<file path="config.mk">
export PLATFORM = sky130hd
export DESIGN_NAME = control_sequencer
export DESIGN_NICKNAME = d
export VERILOG_FILES = /design/src/rtl/control_sequencer.sv
export SDC_FILE = /design/constraint.sdc
export NUM_CORES = 1
export LEC_CHECK = 0
export CORE_MARGIN = 2
export CORE_UTILIZATION = 48
export DETAILED_ROUTE_END_ITERATION = 12
export PLACE_DENSITY = 0.9
export RECOVER_POWER = 25
export SLEW_MARGIN = 10
export SYNTH_ARGS = -nofsm -noshare
export SYNTH_HDL_FRONTEND = slang
export SYNTH_SLANG_ARGS = --single-unit
</file>
<file path="constraint.sdc">
create_clock -name clk -period 3.2 [get_ports clk]
set_input_delay 0.48 -clock clk [delete_from_list [all_inputs] [get_ports clk]]
set_output_delay 0.48 -clock clk [all_outputs]
set_load 0.005 [all_outputs]
</file>
<file path="src/rtl/control_sequencer.sv">
// control_sequencer: fetch/exec1/exec2 control unit for the Harvard,
// non-pipelined CPU. Latches the opcode, decodes it into datapath strobes,
// stalls on data-memory ready, supports halt/restart and tracks call-stack
// depth with sticky overflow/underflow/illegal-opcode fault.
module control_sequencer #(
  parameter int OP_W        = 4,
  parameter int STACK_DEPTH = 4,
  parameter int SP_W        = $clog2(STACK_DEPTH + 1)
) (
  input  logic            clk,
  input  logic            rst_n,
  input  logic [OP_W-1:0] inst,
  input  logic            eq,
  input  logic            mem_ready,
  input  logic            run,
  output logic [2:0]      state,
  output logic            pc_inc,
  output logic            pc_load,
  output logic            stack_mux,
  output logic            push,
  output logic            pop,
  output logic            WrEn,
  output logic            e,
  output logic            acc_load,
  output logic            halted,
  output logic            fault,
  output logic [SP_W-1:0] sp_level
);

  typedef enum logic [2:0] {
    S_FETCH,
    S_EXEC1,
    S_EXEC2,
    S_HALT,
    S_FAULT
  } state_t;

  typedef enum logic [3:0] {
    OP_NOP,
    OP_JEQ,
    OP_STA,
    OP_JMP,
    OP_STP,
    OP_LDA,
    OP_JMS,
    OP_BBL,
    OP_LDR
  } op_t;

  state_t          cur;
  logic [OP_W-1:0] ir;
  op_t             op;
  logic            illegal;
  logic            overflow;
  logic            underflow;
  logic            stack_err;

  // Any set bit above the 4-bit opcode field makes the instruction illegal.
  if (OP_W > 4) begin : g_hi
    assign illegal = |ir[OP_W-1:4];
  end else begin : g_no_hi
    assign illegal = 1'b0;
  end

  // Decode the low opcode field of the instruction register.
  always_comb begin
    op = OP_NOP;
    casez (ir[3:0])
      4'b000?: op = OP_JEQ;
      4'b0010: op = OP_STA;
      4'b0011: op = OP_JMP;
      4'b0100: op = OP_STP;
      4'b0101: op = OP_LDA;
      4'b0110: op = OP_JMS;
      4'b0111: op = OP_BBL;
      4'b1110: op = OP_LDR;
      default: op = OP_NOP;
    endcase
  end

  assign overflow  = (op == OP_JMS) && (sp_level == SP_W'(STACK_DEPTH));
  assign underflow = (op == OP_BBL) && (sp_level == '0);
  assign stack_err = overflow || underflow;

  // One-hot phase indication; HALT and FAULT both read as all-zero.
  always_comb begin
    state = 3'b000;
    case (cur)
      S_FETCH: state = 3'b001;
      S_EXEC1: state = 3'b010;
      S_EXEC2: state = 3'b100;
      default: state = 3'b000;
    endcase
  end

  // Datapath strobes from current phase, latched opcode and live flags.
  always_comb begin
    pc_inc    = 1'b0;
    pc_load   = 1'b0;
    stack_mux = 1'b0;
    push      = 1'b0;
    pop       = 1'b0;
    WrEn      = 1'b0;
    e         = 1'b0;
    acc_load  = 1'b0;
    if (cur == S_EXEC1 && !illegal && !stack_err) begin
      case (op)
        OP_JMP: pc_load = 1'b1;
        OP_JEQ: begin
          pc_load = !eq;
          pc_inc  = eq;
        end
        OP_JMS: begin
          push    = 1'b1;
          pc_load = 1'b1;
        end
        OP_BBL: begin
          pop       = 1'b1;
          pc_load   = 1'b1;
          stack_mux = 1'b1;
        end
        OP_STA: begin
          WrEn   = 1'b1;
          pc_inc = mem_ready;
        end
        OP_LDA, OP_LDR: begin
          e      = 1'b1;
          pc_inc = 1'b1;
        end
        OP_STP:  ;
        default: pc_inc = 1'b1;
      endcase
    end else if (cur == S_EXEC2) begin
      e        = 1'b1;
      acc_load = mem_ready;
    end
  end

  // Sequencer, instruction register, stack depth and sticky status flags.
  always_ff @(posedge clk or negedge rst_n) begin
    if (!rst_n) begin
      cur      <= S_FETCH;
      ir       <= '0;
      sp_level <= '0;
      halted   <= 1'b0;
      fault    <= 1'b0;
    end else begin
      case (cur)
        S_FETCH: begin
          ir  <= inst;
          cur <= S_EXEC1;
        end
        S_EXEC1: begin
          if (illegal || stack_err) begin
            fault <= 1'b1;
            cur   <= S_FAULT;
          end else begin
            case (op)
              OP_LDA, OP_LDR: cur <= S_EXEC2;
              OP_STP: begin
                halted <= 1'b1;
                cur    <= S_HALT;
              end
              OP_STA: if (mem_ready) cur <= S_FETCH;
              OP_JMS: begin
                sp_level <= sp_level + SP_W'(1);
                cur      <= S_FETCH;
              end
              OP_BBL: begin
                sp_level <= sp_level - SP_W'(1);
                cur      <= S_FETCH;
              end
              default: cur <= S_FETCH;
            endcase
          end
        end
        S_EXEC2: if (mem_ready) cur <= S_FETCH;
        S_HALT: begin
          if (run) begin
            halted <= 1'b0;
            cur    <= S_FETCH;
          end
        end
        S_FAULT: cur <= S_FAULT;
        default: cur <= S_FAULT;
      endcase
    end
  end

endmodule

</file>
-- Word level (Yosys, flattened, before mapping)
Cells that the tools add are included.
- register bits after elaboration: 12
- input bits: 9
- bitwise gates (word level): 1
- add/sub/neg operators: 2
- equal/unequal tests: 22
- reductions and logical operators: 17
- muxes and demuxes: 27
- operators by type and width (operator ; count):
    equality test 4 x 3 -> 1 bit, second input constant ; 8
    one-hot mux 4 bit (8 select lines) ; 1
    one-hot mux 3 bit (3 select lines) ; 2
    equality test 4 x 2 -> 1 bit, second input constant ; 4
    2-to-1 mux 1 bit ; 16
    one-hot mux 3 bit (4 select lines) ; 1
    logical NOT 3 bit ; 3
    2-to-1 mux 3 bit ; 3
    equality test 4 bit, second input constant ; 2
    equality test 3 x 2 -> 1 bit, second input constant ; 2
    one-hot mux 3 bit (2 select lines) ; 1
    equality test 4 x 1 -> 1 bit, second input constant ; 1
    != test 2 bit, second input constant ; 2
    one-hot mux 1 bit (2 select lines) ; 2
    AND reduction 4 bit ; 1
    nonzero test 2 bit ; 2
    OR reduction 4 bit ; 1
    adder 3 x 1 -> 3 bit, second input constant ; 1
    equality test 3 x 1 -> 1 bit, second input constant ; 1
    equality test 3 bit, second input constant ; 1
    logical AND 1 bit ; 3
    one-hot mux 1 bit (3 select lines) ; 1
    AND reduction 3 bit ; 1
    OR reduction 3 bit ; 1
    7 further kinds ; 8

-- Depth between registers and ports, before layout
- depth in word-level cells: 8
- gate-level depth with buffers: 7

-- Worst setup path after synthesis
OpenSTA, ideal clock, no wires.
- path type: reg2reg
- start point: reg ir[1]
- end point: reg sp_level[2]
- setup time: 0.079 ns
- buffers on the path: 1
- clock period less this slack: 1.976 ns
- arrival time: 1.897 ns
- cell stages (with the launch flop): 8
- setup slack: 1.224 ns
- path through: dfrtp_1 -> clkbuf_1 -> and3b_1 -> nand2_1 -> fa_1 -> xor2_1 -> a2111oi_4 -> xor2_1
- longest elaborated chain between the ends: 7
- RTL lines (what ; RTL line ; source):
    start, declared ; 51 ; logic [OP_W-1:0] ir;
    start signal, assigned ; 150 ; ir <= inst;
    equality test 4 bit, or another cell as far along ; 68 ; casez (ir[3:0])
    one-hot mux 4 bit (8 select lines) * ; 68 ;
    equality test 4 x 3 -> 1 bit (on tied branches) ; 81, 158, 82 ;
    logical AND 1 bit (on tied branches) ; 81, 82 ;
    logical OR 1 bit ; 83 ; assign stack_err = overflow || underflow;
    NOT 1 bit (no line) ; - ;
    AND reduction 3 bit (no line) ; - ;
    end signal, assigned ; 166 ; sp_level <= sp_level + SP_W'(1);
    end signal, assigned ; 170 ; sp_level <= sp_level - SP_W'(1);
    end, declared ; 27 ; output logic [SP_W-1:0] sp_level
Mark *: on every way between the ends. The rest lies on a longest branch, timed or not.
A chain may end at the register's enable or synchronous reset.

-- Worst setup path in the final report
- start point: reg cur[0]
- end point: out push
- longest elaborated chain between the ends: 3
- RTL lines (what ; RTL line ; source):
    start, declared ; 50 ; state_t cur;
    start signal, assigned ; 142 ; cur <= S_FETCH;
    start signal, assigned ; 151 ; cur <= S_EXEC1;
    start signal, assigned ; 156 ; cur <= S_FAULT;
    equality test 3 x 1 -> 1 bit ; 106 ; if (cur == S_EXEC1 && !illegal && !stack_err) begin
    logical AND 1 bit ; 106 ;
    2-to-1 mux 1 bit ; 106 ;
    end, declared ; 20 ; output logic push,
Every way passes these cells.

==> flow_metrics.py <==
metrics = {
    "outcome": {
        "status": "complete, no violations",
    },
    "finish": {
        "drive_gt1_frac": 0.118,
        "num_antenna_cells": 0,
        "nets": 113,
        "final_util": 0.686,
        "syn_to_final_growth_pct": 32.3,
        "fillCellCount": 120,
    },
    "worst_setup_path": {
        "cpLargestDelayFamily": "simple AND/OR/NAND/NOR gates",
        "cp-start-kind": "register",
        "critical_path.slowest_cell": "or3b_1",
        "endpoint_kind": "primary output",
        "rrSetupSlack_ns": 1.12,
        "path_class": "register to primary output",
        "cp.arrival_ns": 2.35,
        "critPathMaxStageDelay_ns": 0.54,
        "crit_chain": "or3b_1 > a211oi_4 > nor2b_1 > clkdlybuf4s50_1",
        "crit_required_ns": 2.72,
        "critPathMaxFanout": 9,
        "path_buf_inv": 1,
    },
    "timing": {
        "rsz0062_at_grt": "no",
        "period_share": 0.886,
        "timing.hold.ws_ns": 0.480,
        "layout_min_cycle_time_ns": 2.83,
        "tns_ns": 0,
        "worst_pin_slew_ns": 0.628,
        "max_freq_mhz": 353,
        "final_hold_viol_count": 0,
        "fin_ws_ns": 0.365,
        "finalMaxSlewViolations": 0,
        "skew_ns": 0.00535,
        "setup_viol": 0,
        "relSlewSlack": 0.578,
    },
    "floorplan": {
        "ios": 25,
        "core_um2": 1520,
        "die_h_um": 44.6,
        "start_util": 0.519,
        "rows": 14,
        "dieArea_um2": 1990,
        "fp.dieW_um": 44.6,
    },
    "cts": {
        "root_buffer": "clkbuf_4",
        "cts_hold_buf": 0,
        "htreeDepth": 1,
        "clock_latency_ns": 0.26,
        "tritoncts_num_sinks": 12,
        "cts_inserted_buffers": 3,
        "path_clk_slew_ns": 0.07,
        "cts_buffer_depth": 2,
        "cts_setup_buffers": 0,
        "cts_tree": "yes",
        "post_cts_resized": 0,
    },
    "pwr": {
        "p_leak_nw": 0.414,
        "vdd_drop_max_v": 0.000682,
        "p_per_area_nw_per_um2": 961,
        "p_seq_frac": 0.349,
        "p_sw_frac": 0.423,
        "clockPowerShare": 0.113,
        "switchingPower_uw": 426,
        "power_frac_comb": 0.539,
        "power_mw": 1.01,
        "internal_power_uw": 580,
    },
    "synthesis": {
        "synthesis.nets": 91,
        "ys_seq_elements": 12,
        "syn_area_um2": 791,
        "yosysSeqAreaShare": 0.380,
        "yosys_warnings": 0,
        "synth_top_cell_area_share": 0.380,
        "synth_top_area_cell": "dfrtp_1",
        "synthTopCellsByArea": "dfrtp_1, mux2_2, a2111oi_4",
        "ys_types": 35,
        "syn_area_per_cell_um2": 9.76,
        "synthCells": 81,
    },
    "routing": {
        "via_per_inst": 5.74,
        "drt_iter0_drc": 21,
        "ant_nets": 0,
        "drt_pre_antenna_iters": 4,
        "drc": 0,
        "drt_wl_total_um": 1720,
        "wl_per_cell_um": 14.6,
        "vias": 677,
    },
    "grt": {
        "grt_pass1_wl_um": 2850,
        "grt_pass1_vias": 647,
        "grt_start_max_net_pins": 13,
        "grt_overflow": 0,
        "antenna_found_initial": 0,
        "grt_usage": 0.202,
    },
    "place": {
        "numPortBuffers": 24,
        "gp_congestion": 0.784,
        "dp_hpwl_um": 1400,
        "place_ws_ns": 0.702,
    },
    "min_path": {
        "hold_class": "register to register",
    },
    "job": {
        "maxCapViolCount": 0,
    },
}
## stage by stage
| step | instances | instance area, µm² |
|---|---|---|
| floorplan | 81 | 791 |
| finish | 118 | 1050 |
| global route | 118 | 1050 |
| CTS | 118 | 1050 |
| detailed placement | 114 | 1010 |
| global placement | 114 | 1010 |
## per-layer routing
metal	share of wire	track usage	wire length, µm
met1	0.40	0.255	684
met2	0.53	0.342	912
met3	0.063	0.0367	108
met4	0.0087	0.0727	15
met5	0	0	0
## state kept, by name (all words and copies together) (netlist names)
| signal | flops |
|---|---|
| ir | 4 |
| cur | 3 |
| sp_level | 3 |
| fault | 1 |
| halted | 1 |
## logic make-up (layout without fill, tap and decap cells)
logic type               after synthesis  after routing  share of synthesized area
AO/OA/AOI/OAI                         15             15                      0.158
XOR/XNOR                               4              4                     0.0443
adder cells (fa/ha/maj)                1              1                     0.0253
buffers and inverters                 12             33                     0.0759
flip-flops                            12             12                      0.380
multiplexers                           6              6                     0.0823
AND/OR/NAND/NOR                       31             31                      0.234
## placed cells by master (no fill, tap or decap), drive strengths merged, types with 2 or more instances in the layout
| cell | instances |
|---|---|
| mux2 | 4 |
| and2 | 2 |
| clkbuf | 4 |
| dfrtp | 12 |
| nor3 | 4 |
| mux2i | 2 |
| clkdlybuf4s50 | 23 |
| nand2b | 2 |
| or2 | 2 |
| xor2 | 3 |
| nand3b | 2 |
| nand2 | 3 |
| a21oi | 5 |
| o21ai | 2 |
| inv | 5 |
| and3b | 2 |
| a31oi | 2 |
| nor2b | 2 |
| nor2 | 5 |
## cells in the mapped netlist
master,number
dfrtp_1,12
a21oi_1,5
inv_1,5
nor2_1,5
clkbuf_1,4
mux2_2,4
nor3_1,4
nand2_1,3
xor2_1,3
a31oi_1,2
and2_1,2
and3b_1,2
buf_4,2
mux2i_1,2
nand2b_1,2
nand3b_1,2
nor2b_1,2
o21ai_0,2
or2_2,2
a2111oi_4,1
a211oi_4,1
and3_1,1
buf_6,1
fa_1,1
nor3b_1,1
nor4_1,1
nor4b_1,1
o2111ai_1,1
o211ai_1,1
o21bai_1,1
o22ai_1,1
or2b_1,1
or3b_1,1
or4_1,1
xnor2_1,1
## power groups by stage
stage | clock, mW | sequential (mW) | combinational, mW
3_3_place_gp | 0 | 0.341 | 0.519
5_1_grt | 0.125 | 0.367 | 0.588
2_1_floorplan | 0 | 0.271 | 0.425
4_1_cts | 0.118 | 0.346 | 0.544
6_report | 0.114 | 0.351 | 0.542
3_5_place_dp | 0 | 0.349 | 0.541
## cell type report
type / instances / area (µm²) / area share
inverter: 5 / 18.8 / 0.0179
tap: 16 / 20.0 / 0.0191
multi-input combinational: 57 / 430 / 0.411
clock buffer: 4 / 36.3 / 0.0347
timing repair buffer: 24 / 240 / 0.230
sequential: 12 / 300 / 0.287
## final timing paths
| kind | startpoint | to | depth (start not counted) |
|---|---|---|---|
| max reg2reg | ir[1] | sp_level[2] | 6 |
| min | fault | fault | 1 |
| max | cur[0] | push | 4 |
| min in group asynchronous | rst_n | sp_level[1] | 1 |
| min reg2reg | fault | fault | 1 |
| max in group asynchronous | rst_n | ir[1] | 1 |
Power figures use the tool's default switching activity.
